$ cat config.mk
export PLATFORM = sky130hd
export DESIGN_NAME = hc_wr_dispatch
export DESIGN_NICKNAME = d
export VERILOG_FILES = /design/src/rtl/hc_wr_dispatch.sv
export SDC_FILE = /design/constraint.sdc
export NUM_CORES = 2
export LEC_CHECK = 0
export ABC_CLOCK_PERIOD_IN_PS = 35300
export CORE_AREA = 5 5 455 457
export DETAILED_ROUTE_END_ITERATION = 16
export DIE_AREA = 0 0 460 462
export PLACE_DENSITY = 0.42
export REMOVE_ABC_BUFFERS = 1
export SLEW_MARGIN = 30
export SYNTH_ARGS = -nofsm -noshare
export SYNTH_HDL_FRONTEND = slang
export SYNTH_SLANG_ARGS = --single-unit
$ cat constraint.sdc
create_clock -name clk -period 35.3 [get_ports clk]
set_input_delay 7.06 -clock clk [delete_from_list [all_inputs] [get_ports clk]]
set_output_delay 7.06 -clock clk [all_outputs]
set_load 0.02 [all_outputs]
$ cat src/rtl/hc_wr_dispatch.sv
// Write-dispatch stage: pops FIFO lines into host write requests at consecutive line addresses,
// throttled by host almost-full and an in-flight cap. Define HC_WR_FENCE_EN for a trailing write fence.
module hc_wr_dispatch #(
    parameter int HC_DATA_WIDTH      = 512,
    parameter int HC_ADDR_WIDTH      = 42,
    parameter int HC_LEN_WIDTH       = 32,
    parameter int HC_MAX_OUTSTANDING = 64
) (
    input  logic                     clk,
    input  logic                     reset,
    input  logic                     start,
    input  logic [HC_ADDR_WIDTH-1:0] base_addr,
    input  logic [HC_LEN_WIDTH-1:0]  num_lines,
    input  logic [HC_DATA_WIDTH-1:0] fifo_deq_data,
    input  logic                     fifo_not_empty,
    output logic                     fifo_deq_en,
    output logic                     wr_req_valid,
    output logic [HC_ADDR_WIDTH-1:0] wr_req_addr,
    output logic [HC_DATA_WIDTH-1:0] wr_req_data,
    output logic                     wr_req_fence,
    input  logic                     wr_req_almfull,
    input  logic                     wr_rsp_valid,
    output logic                     busy,
    output logic                     done,
    output logic [HC_LEN_WIDTH-1:0]  lines_acked
);

    localparam int OUT_W = $clog2(HC_MAX_OUTSTANDING) + 1;
    localparam logic [OUT_W-1:0]        OUT_ONE = OUT_W'(1);
    localparam logic [OUT_W-1:0]        OUT_MAX = OUT_W'(HC_MAX_OUTSTANDING);
    localparam logic [HC_LEN_WIDTH-1:0] LEN_ONE = HC_LEN_WIDTH'(1);

`ifdef HC_WR_FENCE_EN
    typedef enum logic [2:0] {IDLE, RUN, DRAIN, FENCE, FENCE_WAIT, DONE} state_t;
`else
    typedef enum logic [2:0] {IDLE, RUN, DRAIN, DONE} state_t;
`endif

    state_t                    state;
    logic [HC_ADDR_WIDTH-1:0]  base_r;
    logic [HC_LEN_WIDTH-1:0]   num_r;
    logic [HC_LEN_WIDTH-1:0]   issued;
    logic [OUT_W-1:0]          outstanding;
    logic                      pop;
    logic                      rsp_ok;

    assign pop = (state == RUN) && fifo_not_empty && !wr_req_almfull
                 && (issued < num_r) && (outstanding < OUT_MAX);
    // Responses with nothing in flight are stray and must not disturb the counters.
    assign rsp_ok      = wr_rsp_valid && (outstanding != '0);
    assign fifo_deq_en = pop;
    assign busy        = (state != IDLE) && (state != DONE);
    assign done        = (state == DONE);

`ifndef HC_WR_FENCE_EN
    assign wr_req_fence = 1'b0;
`endif

    always_ff @(posedge clk or posedge reset) begin
        if (reset) begin
            state        <= IDLE;
            base_r       <= '0;
            num_r        <= '0;
            issued       <= '0;
            outstanding  <= '0;
            lines_acked  <= '0;
            wr_req_valid <= 1'b0;
            wr_req_addr  <= '0;
            wr_req_data  <= '0;
`ifdef HC_WR_FENCE_EN
            wr_req_fence <= 1'b0;
`endif
        end else begin
            wr_req_valid <= pop;
`ifdef HC_WR_FENCE_EN
            wr_req_fence <= 1'b0;
`endif
            if (pop) begin
                wr_req_data <= fifo_deq_data;
                wr_req_addr <= base_r + HC_ADDR_WIDTH'(issued);
                issued      <= issued + LEN_ONE;
            end

            if (pop && !rsp_ok)
                outstanding <= outstanding + OUT_ONE;
            else if (!pop && rsp_ok)
                outstanding <= outstanding - OUT_ONE;

            if (rsp_ok && (lines_acked < num_r))
                lines_acked <= lines_acked + LEN_ONE;

            case (state)
                IDLE, DONE: begin
                    if (start) begin
                        base_r      <= base_addr;
                        num_r       <= num_lines;
                        issued      <= '0;
                        outstanding <= '0;
                        lines_acked <= '0;
                        // An empty job skips straight to the completion check.
                        state       <= (num_lines == '0) ? DRAIN : RUN;
                    end
                end
                RUN: begin
                    if (pop && ((issued + LEN_ONE) == num_r))
                        state <= DRAIN;
                end
                DRAIN: begin
                    if ((lines_acked == num_r) && (outstanding == '0)) begin
`ifdef HC_WR_FENCE_EN
                        state <= FENCE;
`else
                        state <= DONE;
`endif
                    end
                end
`ifdef HC_WR_FENCE_EN
                FENCE: begin
                    wr_req_valid <= 1'b1;
                    wr_req_fence <= 1'b1;
                    state        <= FENCE_WAIT;
                end
                FENCE_WAIT: begin
                    if (wr_rsp_valid)
                        state <= DONE;
                end
`endif
                default: state <= IDLE;
            endcase
        end
    end

endmodule
==> flow_metrics.tcl <==
set metrics [dict create \
    start_kind "input port" \
    crit_chain "clkdlybuf4s50_1 > nor4_1 > o211a_1 > o21ai_4 > buf_4 > inv_8 > clkdlybuf4s50_1" \
    synth_edf_count 0 \
    final_antenna_net_count 0 \
    drive_gt1_share_pct 4.246 \
    yosysWarnings 0 \
    p_per_area_nw_per_um2 87.30 \
    cp_data_arrival_time_ns 9.89 \
    max_stage_delay_ns 0.77 \
    cp.required_ns 28.24 \
    cts_tree "done" \
    multiInputGateArea_um2 12790 \
    die_x_um 460 \
    gr-usage-met3_pct 5.512 \
    ff2ff_setup_slack_ns 29.78 \
    cts_made_buffers 94 \
    gp_congestion 0.8423 \
    area_growth_pct 57.77 \
    use_met2_pct 27.91 \
    layout_commonest_cell "nand2_1" \
    crit_type "input port to primary output" \
    cts-htree-levels 3 \
    core-area_um2 203100 \
    syn_avg_cell_area_um2 8.705 \
    maxCapViolCount 0 \
    grt_max_degree 177 \
    layout.nets 5425 \
    r2r_cells 13 \
    fin_ws_ns 18.35 \
    slew_viol_final 0 \
    root_buffer "clkbuf_16" \
    rsz0062_at_grt "no" \
    top_usage_layer "met2" \
    gr-total-overflow 0 \
    start_util_pct 15.40 \
    grt_use_met1_pct 18.42 \
    critPathSlowestCell "clkdlybuf4s50_1" \
    vias_per_cell 3.888 \
    setup_violations 0 \
    tns_ns 0 \
    place_area_um2 46090 \
    clk_path_buf_depth 3 \
    ys_ff_latch 702 \
    die_area_um2 212500 \
    final_area_um2 49360 \
    async_flop_share_pct 100.0 \
    path_clk_slew_ns 0.06 \
    post_cts_buffers 0 \
    clock_skew_ns 0.03236 \
    grt_pass1_wl_mm 241.6 \
    critPathMaxFanout 49 \
    route.detailed.drc 0 \
    first_iter_violations 1813 \
    post_drt_wl_per_cell_um 23.76 \
    ios 1183 \
    final_cell_mix "nand2_1, clkdlybuf4s50_1, dfrtp_1" \
    hold_viol 0 \
    dp_worst_setup_slack_ns 18.37 \
    synth.distinct_cells 67 \
    seqCellArea_um2 17570 \
    syn_inst 3594 \
    synth-seq-area-share_pct 56.15 \
    grtUsageTotal_pct 16.02 \
    endpoint_kind "primary output" \
    crit_top_cell "clkdlybuf4s50_1" \
    firstDrtPassIters 6 \
    portBuffers 1181 \
    min_period_over_period_pct 48.01 \
    hold_path_class "flop to flop" \
    nFillCells 22250 \
    antenna_found_initial 64 \
    die_height_um 462 \
    holdPathStages 2 \
    grt_pass1_vias 29550 \
    vdd_drop_max_mv 0.03976 \
    wl_mm 178.4 \
    dp_hpwl_mm 141.6 \
    insertion_delay_ns 0.72 \
    clock-sinks 702 \
    synth-main-ff-cell "dfrtp_1" \
    status "finished, final reports clean" \
    synthesis.area_um2 31290 \
    cts-resized-gates 0 \
    max_slew_margin_pct 35.97 \
    cts-hold-fix-buffers 0 \
    p_leak_nw 22.71 \
    worstMarginPinSlew_ns 0.9604 \
    num_vias 29194 \
    fmax_mhz 59.00 \
    period_needed_ns 16.95 \
    row_count 166 \
]
[logic make-up (layout without fill, tap and decap cells)]
family                     Yosys count  count (layout)  synth area share [%]
AOI/OAI and AO/OA                  301             301                 5.803
xor gates and xnor gates           126             126                 3.527
adders and majority gates          106             106                 4.255
buffers and inverters              241            1451                 3.023
DFF                                702             702                 56.15
muxes                                7               7                0.2399
other                                1              18               0.01199
and+or+nand+nor                   2110            2110                 26.99
[final timing paths]
kind	startpoint	end
worst max-delay path	wr_req_almfull	fifo_deq_en
worst min-delay path	wr_req_data[318]	wr_req_data[318]
worst max register to register	issued[9]	wr_req_data[505]
worst min register to register	wr_req_data[318]	wr_req_data[318]
max in group asynchronous	reset	wr_req_data[485]
min in group asynchronous	reset	wr_req_data[265]
[state kept, by name (all words and copies together), names as in the netlist]
| signal | count |
|---|---|
| issued | 32 |
| wr_req_addr | 42 |
| wr_req_valid | 1 |
| base_r | 42 |
| num_r | 32 |
| wr_req_data | 512 |
| lines_acked | 32 |
| state | 2 |
| outstanding | 7 |
[metrics by stage]
stage	std cells	utilization [%]	power [mW]	hold slack [ns]
after floorplan	3421	-	2.305	0.4523
after global placement	7318	22.67	3.354	0.4558
after detailed placement	7319	22.69	3.364	0.4609
after CTS	7491	24.26	4.409	0.4758
after global routing	7494	24.28	4.563	0.4847
final	7509	24.30	4.309	0.4706
[metal layers]
| metal | vias to the layer above | share of wire, % | routed length, um |
|---|---|---|---|
| met5 | - | 0.084 | 149 |
| met4 | 24 | 3.4 | 6101 |
| met3 | 265 | 8.0 | 14200 |
| met2 | 991 | 49 | 87590 |
| met1 | 14129 | 39 | 70380 |
| li1 | 13785 | - | - |
[where the power goes]
part | internal (mW) | leakage, nW | switching [mW]
clock network | 0.589 | 1.57 | 0.410
logic | 0.768 | 12.2 | 1.19
registers | 1.14 | 8.89 | 0.209
total | 2.50 | 22.7 | 1.81
[final cells by class]
type | instances | area share (%)
clock buffers | 137 | 5.602
diodes | 17 | 0.08619
repair buffers | 1211 | 24.59
clock inverters | 35 | 0.8644
multi-input cells | 2651 | 25.91
inverters | 68 | 0.5475
well taps | 2688 | 6.814
flip-flops and latches | 702 | 35.59
[worst max-delay path: cells and delay by family]
family,cells,cell delay (ns)
buffers and inverters,4,1.85
and+or+nand+nor,1,0.54
AOI/OAI and AO/OA,2,0.35
[synth_stat cells (all sizes together) (4+ instances only)]
library cell | n | area [um^2]
nand2 | 1811 | 6798
dfrtp | 702 | 17570
clkbuf | 137 | 514.2
o21ai | 122 | 610.6
ha | 104 | 1301
nor2 | 97 | 364.1
xnor2 | 76 | 665.6
inv | 68 | 255.2
a21oi | 67 | 335.3
xor2 | 50 | 437.9
nand3 | 39 | 195.2
buf | 36 | 176.4
nand4 | 32 | 219.0
nor4 | 31 | 215.2
a21o | 30 | 225.2
nor3 | 20 | 100.1
or3 | 17 | 111.4
and3 | 14 | 87.58
a31oi | 13 | 81.33
and4 | 10 | 87.58
nor2b | 10 | 62.56
o31ai | 9 | 67.56
a211oi | 8 | 60.06
o21a | 8 | 60.06
or4 | 8 | 60.06
and2 | 6 | 37.54
nand2b | 6 | 37.54
a311oi | 5 | 43.79
mux2 | 4 | 45.04
o211ai | 4 | 30.03
o21bai | 4 | 30.03
o22ai | 4 | 25.02
(Power assumes the default switching activity.)
